===== config.mk =====
export PLATFORM = sky130hd
export DESIGN_NAME = serial_alu_seq
export DESIGN_NICKNAME = d
export VERILOG_FILES = /design/src/rtl/serial_alu_seq_pkg.sv /design/src/rtl/serial_alu_seq_slice.sv /design/src/rtl/serial_alu_seq.sv
export SDC_FILE = /design/constraint.sdc
export NUM_CORES = 1
export LEC_CHECK = 0
export BUFFER_PORTS_ARGS = -buffer_cell sky130_fd_sc_hd__buf_4
export CAP_MARGIN = 20
export CORE_ASPECT_RATIO = 0.7
export CORE_MARGIN = 5
export CORE_UTILIZATION = 40
export CTS_BUF_LIST = sky130_fd_sc_hd__clkbuf_16
export CTS_CLUSTER_DIAMETER = 150
export DETAILED_ROUTE_END_ITERATION = 6
export SLEW_MARGIN = 20
export SYNTH_ARGS = -nofsm -noshare
export SYNTH_HDL_FRONTEND = slang
export SYNTH_SLANG_ARGS = --single-unit
export TNS_END_PERCENT = 100

===== constraint.sdc =====
create_clock -name clk -period 2.2 [get_ports clk]
set_input_delay 0 -clock clk [delete_from_list [all_inputs] [get_ports clk]]
set_output_delay 0 -clock clk [all_outputs]
set_load 0.05 [all_outputs]

===== src/rtl/serial_alu_seq_pkg.sv =====
// Shared encodings for the bit-serial ALU sequencer.
// Provides the ALU op codes and the sequencer state encoding.
package serial_alu_seq_pkg;

    typedef enum logic [1:0] {
        OP_ADD = 2'b00,
        OP_SUB = 2'b01,
        OP_AND = 2'b10,
        OP_OR  = 2'b11
    } alu_op_e;

    typedef enum logic [1:0] {
        ST_IDLE = 2'b00,
        ST_RUN  = 2'b01,
        ST_DONE = 2'b10
    } state_e;

    // Arithmetic ops (add/sub) have op[1] clear.
    function automatic logic is_arith(input alu_op_e op);
        return ~op[1];
    endfunction

endpackage


===== src/rtl/serial_alu_seq_slice.sv =====
// Combinational 1-bit ALU slice: add, and, or.
// Ports: a, b, cin, op -> r, cout. Subtract is an add with b inverted upstream.
module serial_bit_slice
    import serial_alu_seq_pkg::*;
(
    input  logic    a,
    input  logic    b,
    input  logic    cin,
    input  alu_op_e op,
    output logic    r,
    output logic    cout
);

    always_comb begin
        r    = 1'b0;
        cout = 1'b0;
        unique case (op)
            OP_ADD, OP_SUB: begin
                r    = a ^ b ^ cin;
                cout = (a & b) | (a & cin) | (b & cin);
            end
            OP_AND: r = a & b;
            OP_OR:  r = a | b;
            default: begin
                r    = 1'b0;
                cout = 1'b0;
            end
        endcase
    end

endmodule


===== src/rtl/serial_alu_seq.sv =====
// Bit-serial word sequencer: streams two WIDTH-bit operands LSB-first through
// a 1-bit ALU slice and reassembles the result word with Z/N/C/V flags.
// Ports: clk, rst (async, active-high), start, op, a, b -> busy, done,
//        result, z, n, c, v.
module serial_alu_seq
    import serial_alu_seq_pkg::*;
#(
    parameter int WIDTH = 8
) (
    input  logic             clk,
    input  logic             rst,
    input  logic             start,
    input  logic [1:0]       op,
    input  logic [WIDTH-1:0] a,
    input  logic [WIDTH-1:0] b,
    output logic             busy,
    output logic             done,
    output logic [WIDTH-1:0] result,
    output logic             z,
    output logic             n,
    output logic             c,
    output logic             v
);

    localparam int CW = (WIDTH > 1) ? $clog2(WIDTH) : 1;
    localparam logic [CW-1:0] LAST = CW'(WIDTH - 1);

    state_e           state_q;
    alu_op_e          op_q;
    logic [WIDTH-1:0] a_sr_q;
    logic [WIDTH-1:0] b_sr_q;
    // Only WIDTH-1 bits are stored; the incoming bit completes the word.
    logic [WIDTH-2:0] res_sr_q;
    logic             carry_q;
    logic [CW-1:0]    cnt_q;
    logic             busy_q;
    logic             done_q;
    logic [WIDTH-1:0] result_q;
    logic             z_q, n_q, c_q, v_q;

    logic             b_bit;
    logic             slice_r;
    logic             slice_cout;
    logic [WIDTH-1:0] word_d;

    always_comb begin
        b_bit  = b_sr_q[0] ^ (op_q == OP_SUB);
        word_d = {slice_r, res_sr_q};
    end

    serial_bit_slice u_slice (
        .a    (a_sr_q[0]),
        .b    (b_bit),
        .cin  (carry_q),
        .op   (op_q),
        .r    (slice_r),
        .cout (slice_cout)
    );

    always_ff @(posedge clk or posedge rst) begin
        if (rst) begin
            state_q  <= ST_IDLE;
            op_q     <= OP_ADD;
            a_sr_q   <= '0;
            b_sr_q   <= '0;
            res_sr_q <= '0;
            carry_q  <= 1'b0;
            cnt_q    <= '0;
            busy_q   <= 1'b0;
            done_q   <= 1'b0;
            result_q <= '0;
            z_q      <= 1'b0;
            n_q      <= 1'b0;
            c_q      <= 1'b0;
            v_q      <= 1'b0;
        end else begin
            done_q <= 1'b0;
            case (state_q)
                ST_IDLE, ST_DONE: begin
                    if (start) begin
                        a_sr_q  <= a;
                        b_sr_q  <= b;
                        op_q    <= alu_op_e'(op);
                        // Sub runs as a + ~b + 1.
                        carry_q <= op[0];
                        cnt_q   <= '0;
                        busy_q  <= 1'b1;
                        state_q <= ST_RUN;
                    end else begin
                        state_q <= ST_IDLE;
                    end
                end
                ST_RUN: begin
                    carry_q  <= slice_cout;
                    a_sr_q   <= a_sr_q >> 1;
                    b_sr_q   <= b_sr_q >> 1;
                    res_sr_q <= word_d[WIDTH-1:1];
                    cnt_q    <= cnt_q + CW'(1);
                    if (cnt_q == LAST) begin
                        // carry_q is the carry into the MSB here.
                        result_q <= word_d;
                        z_q      <= (word_d == '0);
                        n_q      <= word_d[WIDTH-1];
                        c_q      <= is_arith(op_q) & slice_cout;
                        v_q      <= is_arith(op_q) & (carry_q ^ slice_cout);
                        busy_q   <= 1'b0;
                        done_q   <= 1'b1;
                        state_q  <= ST_DONE;
                    end
                end
                default: state_q <= ST_IDLE;
            endcase
        end
    end

    assign busy   = busy_q;
    assign done   = done_q;
    assign result = result_q;
    assign z      = z_q;
    assign n      = n_q;
    assign c      = c_q;
    assign v      = v_q;

endmodule


==> metrics.md, run 1 <==
| Metric | Value |
|---|---|
| # Max-Cap Violations | `0` |
| Required time of the worst setup path | `2.35 ns` |
| Post-synth top cells | `44 x dfrtp_1, 23 x nand2_1, 17 x a22o_1` |
| Post-route setup TNS | `0 ns` |
| Die W | `92.6 um` |
| Top sig layer | `met4` |
| # port buffers | `34` |
| CTS tree | `yes` |
| Unrepaired setup endpoints after global routing | `no` |
| Sequential share of the synthesized area | `0.577` |
| Final Cycle Share | `0.927` |
| Layout cell share with drive strength beyond 1 | `0.303` |
| Critical Path Max Stage Delay | `0.49 ns` |
| VDD IR-drop max | `0.522 mV` |
| Total grt overflow | `0` |
| Final Hold Viols | `0` |
| Least-Margin Pin Slew | `0.631 ns` |
| Internal Power | `2.30 mW` |
| R2r startpoint | `op_q[1]` |
| Clock transition at path regs | `0.06 ns` |
| Initial antenna violation count | `0` |
| Fmax | `490 MHz` |
| H-Tree Depth | `2` |
| Chip height | `67.8 um` |
| ANT nets after route | `0` |
| Syn Std Cell Area | `1910 um2` |
| DRT met1 WL | `1.80 mm` |
| ANT cells | `0` |
| Max Buffers Root-to-Sink | `2` |
| Status | `completed` |
| Initial cell density of the core | `0.406` |
| Logic pwr share | `0.445` |
| Num CTS Buffers | `5` |
| Setup Crit Path Kind | `reg2reg` |
| Most frequent cell after synthesis | `dfrtp_1` |
| Final core occ | `0.506` |
| Worst Setup SP | `op_q[1]` |
| Hold_sp | `b[4]` |
| P_leak | `1.26 nW` |
| Routability cong. | `0.751` |
| Syn Nets | `180` |
| Slew Viols, Final | `0` |
| CTS resizes | `0` |
| Vias | `1279` |
| First-pass GRT wire length | `6.44 mm` |
| Endpoints failing setup | `0` |
| Largest net degree at the start of global routing | `31` |
| P per Cell Area | `1590 nW/um2` |
| Average wire per standard cell | `14.6 um` |
| Crit path max-delay cell type | `fa_1` |
| CP cell instances | `nand2b_1 -> xnor2_1 -> fa_1 -> nor2b_1 -> a31oi_1 -> o21ai_0` |
| Crit path DAT | `2.18 ns` |
| GR Util All Layers | `0.131` |
| Worst Clk Skew | `0.00344 ns` |
| Synth warn | `0` |
| Via density | `5.08` |
| Metal2 WL | `1.68 mm` |
| Post-synth EDFFs | `0` |
| Normalized max-slew margin | `0.578` |
| Synth cell types | `29` |
| Sequential Power Share | `0.372` |
| Synth Flop Type | `dfrtp_1` |
| Hpwl dp | `2.59 mm` |
| Die area | `6270 um2` |
| I/O pin count | `35` |
| Final min period | `2.04 ns` |
| Cell count after synthesis | `154` |
| Nets | `220` |
| FFs w/ async S/R, synth | `1.00` |
| DR pass1 iterations | `4` |
| Core ar. | `4700 um2` |
| Hold crit path type | `in2reg` |
| Number of DRC markers in iteration 0 | `47` |
| Startpoint Class | `register` |
| Setup crit end kind | `register` |
| Post-synth top area cell | `dfrtp_1` |
| Mapped Avg Cell Area | `12.4 um2` |
| Area grow syn2layout | `24.7%` |
| Clock network fraction of total power | `0.183` |
| Worst Path Max Fanout | `6` |
| Vias in the first global route | `1348` |
| Clk sinks | `44` |
| NetSw | `1.49 mW` |
| Ranking of synthesized cells by area | `dfrtp_1 58%, a22o_1 7.8%, mux2_2 5.3%` |
| DRC viols | `0` |
| Clock Latency Late Sink | `0.28 ns` |
| Synth top area share | `0.577` |
| Clock root buffer master | `clkbuf_16` |
| Drt total wl | `3.69 mm` |
| DR WL met3 | `179 um` |
| Flops & latches, synth | `44` |
| Sw Ratio | `0.393` |
| Row count | `21` |
## cell type report
type / instances / area [um2]
Clock buffer: 5 / 125
Clock inverter: 3 / 11.3
Fill cell: 412 / 2320
Inverter: 5 / 18.8
Multi-Input combinational cell: 95 / 714
Sequential cell: 44 / 1100
Tap cell: 57 / 71.3
Timing Repair Buffer: 43 / 338
## worst max-delay path: cells and delay by family, from the launching register on
family	cells	cell delay, ns
fa+ha+maj	1	0.49
flops	1	0.43
compound gates	2	0.34
simple gates	2	0.33
xor+xnor	1	0.32
## power by group through the flow
stage	clock, mW	sequential, mW	combinational (mW)
6_report	0.694	1.41	1.69
3_3_place_gp	0	1.40	1.65
4_1_cts	0.705	1.41	1.72
2_1_floorplan	0	1.69	1.05
5_1_grt	0.739	1.46	1.86
3_5_place_dp	0	1.42	1.69
## cell families after synthesis
| group | Yosys count | share of synthesized area |
|---|---|---|
| AOI/OAI and AO/OA | 39 | 0.164 |
| adders and majority gates | 5 | 0.0367 |
| and+or+nand+nor | 39 | 0.102 |
| xor gates and xnor gates | 2 | 0.00918 |
| muxes | 10 | 0.0610 |
| DFF | 44 | 0.577 |
| buffers and inverters | 15 | 0.0498 |
## layout by cell type (no fill, tap or decap)
master | netlist | routed
dfrtp_1 | 44 | 44
buf_4 | 3 | 37
nand2_1 | 23 | 23
a22o_1 | 17 | 17
a21o_1 | 13 | 13
mux2_2 | 9 | 9
inv_1 | 5 | 6
dlygate4sd3_1 | 0 | 6
clkbuf_16 | 0 | 5
ha_1 | 4 | 4
nand2b_1 | 3 | 3
o21ai_0 | 3 | 3
nor2_1 | 3 | 3
xnor2_1 | 2 | 2
nor3_1 | 2 | 2
a221o_1 | 2 | 2
nand3b_2 | 1 | 1
mux2_4 | 1 | 1
nor2b_4 | 1 | 1
nor2b_2 | 0 | 1
nor2_4 | 1 | 1
o21bai_1 | 1 | 1
o31ai_1 | 1 | 1
inv_2 | 0 | 1
or2_2 | 1 | 1
nor2b_1 | 2 | 1
a31oi_1 | 1 | 1
or3_1 | 1 | 1
or4_1 | 1 | 1
a22o_2 | 1 | 1
fa_1 | 1 | 1
clkinv_1 | 0 | 1
## worst paths after layout
path	cells past startpoint	slack (ns)	end
min in group asynchronous	3	0.37	result[3]
worst max-delay path	6	0.16	result[7]
max in group asynchronous	4	1.18	state_q[1]
worst min-delay path	3	0.01	b_sr_q[4]
worst max register to register	6	0.16	result[7]
worst min register to register	1	0.48	a_sr_q[5]
## what timing repair did
item / CTS / global route
hold buffers: 6 / 0
buffers inserted: 0 / 0
endpoints found under the setup margin: 0 / 0
hold endpoints to repair: 35 / 0
## stage by stage
| stage | power [mW] | hold WS [ns] | setup slack [ns] | instances | instance area [um2] |
|---|---|---|---|---|---|
| final | 3.79 | 0.0129 | 0.161 | 252 | 2380 |
| after CTS | 3.83 | 0.00819 | 0.153 | 252 | 2380 |
| after global placement | 3.04 | 0.166 | 0.346 | 238 | 2180 |
| after floorplan | 2.74 | 0.140 | 0.445 | 154 | 1910 |
| after global routing | 4.06 | 0.0245 | 0.0515 | 252 | 2380 |
| after detailed placement | 3.11 | 0.177 | 0.236 | 238 | 2180 |
## state kept, by name (all words and copies together) (netlist names)
register,cells
a_sr_q,8
b_sr_q,8
busy,1
c,1
carry_q,1
cnt_q,3
done,1
op_q,2
res_sr_q,7
result,8
state_q,2
v,1
z,1
## per-layer routing
layer | track usage | vias up
met5 | 0 | -
met3 | 0.0412 | 5
met2 | 0.209 | 29
met4 | 0.0333 | 0
met1 | 0.176 | 630
li1 | - | 615
Note: power is estimated with default switching activity, not from simulation.
==> inputs of run 2 (changes only) <==
--- a/config.mk
+++ b/config.mk
@@ -10,7 +10,7 @@
 export CORE_ASPECT_RATIO = 0.7
 export CORE_MARGIN = 5
 export CORE_UTILIZATION = 40
-export CTS_BUF_LIST = sky130_fd_sc_hd__clkbuf_16
+export CTS_BUF_LIST = sky130_fd_sc_hd__clkbuf_2 sky130_fd_sc_hd__clkbuf_4 sky130_fd_sc_hd__clkbuf_8
 export CTS_CLUSTER_DIAMETER = 150
 export DETAILED_ROUTE_END_ITERATION = 6
 export SLEW_MARGIN = 20
==> run 2 against run 1 <==
  * Clock-buffer cell count up 3
  * Critical endpoint unchanged
  * Clock skew up 0.0012 ns
  * Design area up 1.3%
  * Total power down 4.3%
  * Highest routed layer unchanged
==> metrics.md, run 2 (synthesis gave the netlist of run 1 again) <==
| Metric | Value |
|---|---|
| Status | `completed` |
| I/O pin count | `35 (unchanged)` |
| Core ar. | `4700 um2 (unchanged)` |
| DR pass1 iterations | `4 (unchanged)` |
| Average wire per standard cell | `14.2 um (-2.9%)` |
| Sequential Power Share | `0.386 (+0.014)` |
| # port buffers | `34 (unchanged)` |
| Startpoint Class | `register` |
| P_leak | `1.27 nW (+0.61%)` |
| Chip height | `67.8 um (unchanged)` |
| Layout cell share with drive strength beyond 1 | `0.307 (+0.00437)` |
| Hold crit path type | `in2reg` |
| Logic pwr share | `0.464 (+0.019)` |
| Number of DRC markers in iteration 0 | `52 (+11%)` |
| Critical Path Max Stage Delay | `0.46 ns (-0.03 ns)` |
| Vias in the first global route | `1361 (+0.96%)` |
| Largest net degree at the start of global routing | `31 (unchanged)` |
| Setup crit end kind | `register` |
| Internal Power | `2.17 mW (-5.5%)` |
| P per Cell Area | `1510 nW/um2 (-5.5%)` |
| Non-filler cells, final | `259 (+2.8%)` |
| Post-route setup TNS | `0 ns (unchanged)` |
| Dpl cells | `238 (unchanged)` |
| Commonest non-fill, non-tap cell in the layout | `dfrtp_1` |
| Clock root buffer master | `clkbuf_8` |
| VDD IR-drop max | `0.524 mV (+0.56%)` |
| Sw Ratio | `0.401 (+0.00775)` |
| Max Buffers Root-to-Sink | `2 (unchanged)` |
| Die W | `92.6 um (unchanged)` |
| Num CTS Buffers | `5 (unchanged)` |
| Row count | `21 (unchanged)` |
| Clock Latency Late Sink | `0.29 ns (about the same)` |
| Final min period | `1.96 ns (-0.0768 ns)` |
| Worst Clk Skew | `0.00462 ns (+0.00118 ns)` |
| Fmax | `510 MHz (+3.9%)` |
| Worst Path Max Fanout | `6 (unchanged)` |
| Slew Viols, Final | `0 (unchanged)` |
| CTS tree | `yes` |
| Crit path DAT | `2.13 ns (-0.05 ns)` |
| Drt total wl | `3.68 mm (-0.22%)` |
| R2R setup slack | `0.24 ns (+0.08 ns)` |
| Area grow syn2layout | `26.4%` |
| Hpwl dp | `2.59 mm (unchanged)` |
| Total grt overflow | `0 (unchanged)` |
| Endpoints failing setup | `0 (unchanged)` |
| Routability cong. | `0.751 (unchanged)` |
| Post-CTS Setup Inserts | `0 (unchanged)` |
| Initial antenna violation count | `0 (unchanged)` |
| Die area | `6270 um2 (unchanged)` |
| NetSw | `1.45 mW (-2.4%)` |
| Clock network fraction of total power | `0.150 (-0.033)` |
| H-Tree Depth | `2 (unchanged)` |
| Nets | `227 (+3.2%)` |
| Final Cycle Share | `0.892 (-0.0349)` |
| Unrepaired setup endpoints after global routing | `no` |
| ANT cells | `0 (unchanged)` |
| Initial cell density of the core | `0.406 (unchanged)` |
| Clk sinks | `44 (unchanged)` |
| # Max-Cap Violations | `0 (unchanged)` |
| Required time of the worst setup path | `2.36 ns (about the same)` |
| Clock transition at path regs | `0.08 ns (+0.02 ns)` |
| ANT nets after route | `0 (unchanged)` |
| DRC viols | `0 (unchanged)` |
| Least-Margin Pin Slew | `0.617 ns (-0.0143 ns)` |
| Filler instances | `412 (unchanged)` |
| GR Util All Layers | `0.133 (+0.00147)` |
| Normalized max-slew margin | `0.588 (+0.00953)` |
| Most frequent cells in the layout | `44 x dfrtp_1, 37 x buf_4, 23 x nand2_1, 17 x a22o_1` |
| Crit path max-delay cell type | `fa_1` |
| Final Hold Viols | `0 (unchanged)` |
| Via density | `5.02 (-1.1%)` |
| Setup Crit Path Kind | `reg2reg` |
| First-pass GRT wire length | `6.51 mm (+1.2%)` |
| Vias | `1300 (+1.6%)` |
| CP cell instances | `nand2b_1 -> xnor2_1 -> fa_1 -> nor2b_1 -> a31oi_1 -> o21ai_0` |
[run 2: changes by cell type in the layout (fill, tap and decap cells not counted), sizes merged]
| cell | change |
|---|---|
| dlygate4sd3 | +7 |
| clkbuf | +3 |
| inv | -2 |
| clkinv | -1 |
[run 2: path summary, 6_finish.rpt]
kind                                 from           to  cells past startpoint
worst max-delay path              op_q[1]    result[7]                      6
worst min-delay path                 a[5]    a_sr_q[5]                      3
worst max register to register    op_q[1]    result[7]                      6
worst min register to register  a_sr_q[5]    a_sr_q[5]                      1
max in group asynchronous             rst    b_sr_q[7]                      4
min in group asynchronous             rst  res_sr_q[6]                      3
[run 2: layer usage]
metal	up-vias	track usage	share of wire	routed length [um]
met1	637	0.176	0.50	1830
met5	-	0	0	0
met4	0	0.0389	0.012	44
met2	32	0.212	0.45	1640
met3	6	0.0401	0.046	168
li1	625	-	-	-
[run 2: metrics by stage]
step | total power [mW] | util | hold WS [ns] | worst slack, ns | instance area, um2
6_report | 3.63 | 0.513 | 0.00838 | 0.238 | 2410
5_1_grt | 3.90 | 0.513 | 0.00148 | 0.102 | 2410
4_1_cts | 3.67 | 0.513 | 0.00152 | 0.216 | 2410
3_5_place_dp | 3.11 | 0.464 | 0.177 | 0.236 | 2180
3_3_place_gp | 3.04 | 0.464 | 0.166 | 0.346 | 2180
2_1_floorplan | 2.74 | - | 0.140 | 0.445 | 1910
[run 2: repair_timing]
action	CTS	global route
gates resized for setup	0	0
endpoints found under the hold margin	42	0
hold buffers	13	0
[run 2: final cells by class]
| type | count | area [um2] | share of cell area |
|---|---|---|---|
| repair buffers | 50 | 408 | 0.169 |
| inverters | 5 | 18.8 | 0.00778 |
| well taps | 57 | 71.3 | 0.0296 |
| clock buffers | 8 | 97.6 | 0.0405 |
| multi-input cells | 95 | 714 | 0.296 |
| flip-flops and latches | 44 | 1100 | 0.457 |
[run 2: critical path: cells and delay by family, from the launching register on]
kind	cells	cell delay (ns)
AOI/OAI and AO/OA	2	0.33
xor gates and xnor gates	1	0.28
adders and majority gates	1	0.46
DFF	1	0.43
and+or+nand+nor	2	0.32
[run 2: power by group through the flow]
stage / Clock [mW] / Sequential, mW / Combinational [mW]
2_1_floorplan: 0 / 1.69 / 1.05
3_3_place_gp: 0 / 1.40 / 1.65
3_5_place_dp: 0 / 1.42 / 1.69
4_1_cts: 0.560 / 1.41 / 1.71
5_1_grt: 0.590 / 1.46 / 1.86
6_report: 0.544 / 1.40 / 1.68
==> inputs of run 3 (changes only) <==
--- a/config.mk
+++ b/config.mk
@@ -13,6 +13,7 @@
 export CTS_BUF_LIST = sky130_fd_sc_hd__clkbuf_2 sky130_fd_sc_hd__clkbuf_4 sky130_fd_sc_hd__clkbuf_8
 export CTS_CLUSTER_DIAMETER = 150
 export DETAILED_ROUTE_END_ITERATION = 6
+export RECOVER_POWER = 25
 export SLEW_MARGIN = 20
 export SYNTH_ARGS = -nofsm -noshare
 export SYNTH_HDL_FRONTEND = slang
==> run 3 against run 2 <==
  * Worst hold slack barely moved
  * Via count fell by 0.85%
  * Fmax fell by 0.29%
  * Sequential cell count did not move
  * Setup slack got worse by 0.0057 ns
  * Critical path depth did not move
  * Sequential share of layout area rose by 0.29 points
  * Non-clock buffer count did not move
  * Clock power fell by 0.9%
==> metrics.md, run 3 (synthesis gave the netlist of run 1 again) <==
| Metric | Value |
|---|---|
| Endpoints failing setup | `0 (unchanged)` |
| Commonest non-fill, non-tap cell in the layout | `dfrtp_1` |
| Area grow syn2layout | `25.6%` |
| Sequential cell area | `1100 um2 (unchanged)` |
| Die W | `92.6 um (unchanged)` |
| Most frequent cells in the layout | `44 x dfrtp_1, 32 x buf_4, 23 x nand2_1, 17 x a22o_1` |
| Post-route setup TNS | `0 ns (unchanged)` |
| P per Cell Area | `1500 nW/um2 (-0.23%)` |
| Worst Path Max Fanout | `6 (unchanged)` |
| # port buffers | `34 (unchanged)` |
| Total power | `3.60 mW (-0.85%)` |
| Unrepaired setup endpoints after global routing | `no` |
| Status | `completed` |
| CTS tree | `yes` |
| DRC viols | `0 (unchanged)` |
| Clock root buffer master | `clkbuf_8` |
| Vias | `1289 (-0.85%)` |
| Slew Viols, Final | `0 (unchanged)` |
| Final Cycle Share | `0.894 (+0.00261)` |
| Chip height | `67.8 um (unchanged)` |
| Average wire per standard cell | `14.1 um (-0.52%)` |
| GR Util All Layers | `0.133 (unchanged)` |
| Drt total wl | `3.66 mm (-0.52%)` |
| H-Tree Depth | `2 (unchanged)` |
| Buf+Inv Stages, Crit Path | `0 (unchanged)` |
| Crit path max-delay cell type | `fa_1` |
| Startpoint Class | `register` |
| Total grt overflow | `0 (unchanged)` |
| Setup crit end kind | `register` |
| Post-CTS Setup Inserts | `0 (unchanged)` |
| Die area | `6270 um2 (unchanged)` |
| Routability cong. | `0.751 (unchanged)` |
| Clk sinks | `44 (unchanged)` |
| Nets | `227 (unchanged)` |
| Final Hold Viols | `0 (unchanged)` |
| Largest net degree at the start of global routing | `31 (unchanged)` |
| Vias in the first global route | `1361 (unchanged)` |
| Setup ws final | `0.232 ns (-0.00573 ns)` |
| # hold bufs at CTS | `13 (unchanged)` |
| Row count | `21 (unchanged)` |
| Crit path DAT | `2.13 ns (about the same)` |
| Final hold slack | `0.00812 ns (-0.000251 ns)` |
| Clock Latency Late Sink | `0.29 ns (about the same)` |
| Final core occ | `0.509 (-0.00319)` |
| ANT cells | `0 (unchanged)` |
| Worst Clk Skew | `0.00564 ns (+0.00103 ns)` |
| Required time of the worst setup path | `2.36 ns (about the same)` |
| Via density | `4.98 (-0.85%)` |
| Critical Path Max Stage Delay | `0.46 ns (about the same)` |
| Dpl ws | `0.236 ns (unchanged)` |
| Number of DRC markers in iteration 0 | `46 (-12%)` |
| Clock transition at path regs | `0.08 ns (about the same)` |
| Least-Margin Pin Slew | `1.11 ns (+0.495 ns)` |
| I/O pin count | `35 (unchanged)` |
| CTS resizes | `0 (unchanged)` |
| DP Area | `2180 um2 (unchanged)` |
| # Max-Cap Violations | `0 (unchanged)` |
| Filler instances | `417 (+1.2%)` |
| Initial antenna violation count | `0 (unchanged)` |
| Num CTS Buffers | `5 (unchanged)` |
| Hold crit path type | `in2reg` |
| ANT nets after route | `0 (unchanged)` |
| Core ar. | `4700 um2 (unchanged)` |
| Setup Crit Path Kind | `reg2reg` |
| Non-filler cells, final | `259 (unchanged)` |
| DR pass1 iterations | `4 (unchanged)` |
| Area of the multi-input gates | `714 um2 (unchanged)` |
| Initial cell density of the core | `0.406 (unchanged)` |
| Fmax | `508 MHz (-0.29%)` |
| First-pass GRT wire length | `6.51 mm (unchanged)` |
| Final min period | `1.97 ns (+0.00573 ns)` |
| VDD IR-drop max | `0.523 mV (-0.26%)` |
| Fin area | `2400 um2 (-0.62%)` |
| P_leak | `1.25 nW (-1.2%)` |
| Dpl cells | `238 (unchanged)` |
| Normalized max-slew margin | `0.258 (-0.330)` |
| Hpwl dp | `2.59 mm (unchanged)` |
| Critical path's top delay family | `adder cells` |
| Layout cell share with drive strength beyond 1 | `0.282 (-0.0248)` |
| Max Buffers Root-to-Sink | `2 (unchanged)` |
| CP cell instances | `nand2b_1 -> xnor2_1 -> fa_1 -> nor2b_1 -> a31oi_1 -> o21ai_0` |
==> run 3: cell types whose count changed in the layout (fill, tap and decap cells not counted), sizes merged <==
cell | previous run | this run
clkbuf | 8 | 13
buf | 37 | 32
==> run 3: worst register-to-register path: cells and delay by family, from the launching register on <==
kind	cells	cell delay, ns
flops	1	0.43
compound gates	2	0.33
xor+xnor	1	0.29
fa+ha+maj	1	0.46
simple gates	2	0.32
==> run 3: final timing paths <==
path / startpoint / to / slack, ns / cells after the start
max: op_q[1] / result[7] / 0.23 / 6
min: a[5] / a_sr_q[5] / 0.008 / 3
max reg2reg: op_q[1] / result[7] / 0.23 / 6
min reg2reg: a_sr_q[5] / a_sr_q[5] / 0.48 / 1
max in group asynchronous: rst / cnt_q[1] / 0.84 / 4
min in group asynchronous: rst / res_sr_q[6] / 0.55 / 3
==> run 3: layer usage <==
| layer | GRT usage | share of wire | wire (um) | up-vias |
|---|---|---|---|---|
| met3 | 0.0401 | 0.044 | 161 | 6 |
| met5 | 0 | 0 | 0 | - |
| met2 | 0.212 | 0.45 | 1640 | 27 |
| met1 | 0.176 | 0.50 | 1820 | 631 |
| li1 | - | - | - | 625 |
| met4 | 0.0389 | 0.012 | 44 | 0 |
==> run 3: layout make-up <==
class / count / area share
Sequential cell: 44 / 0.460
Multi-Input combinational cell: 95 / 0.298
Timing Repair Buffer: 50 / 0.164
Clock buffer: 8 / 0.0407
Tap cell: 57 / 0.0298
Inverter: 5 / 0.00783
==> run 3: report_power, final <==
| group | internal [mW] | switching (mW) | total [mW] | leakage (nW) |
|---|---|---|---|---|
| clock | 0.281 | 0.258 | 0.539 | 0.0523 |
| combinational | 0.705 | 0.952 | 1.66 | 0.646 |
| sequential | 1.16 | 0.239 | 1.40 | 0.554 |
| total | 2.15 | 1.45 | 3.60 | 1.25 |
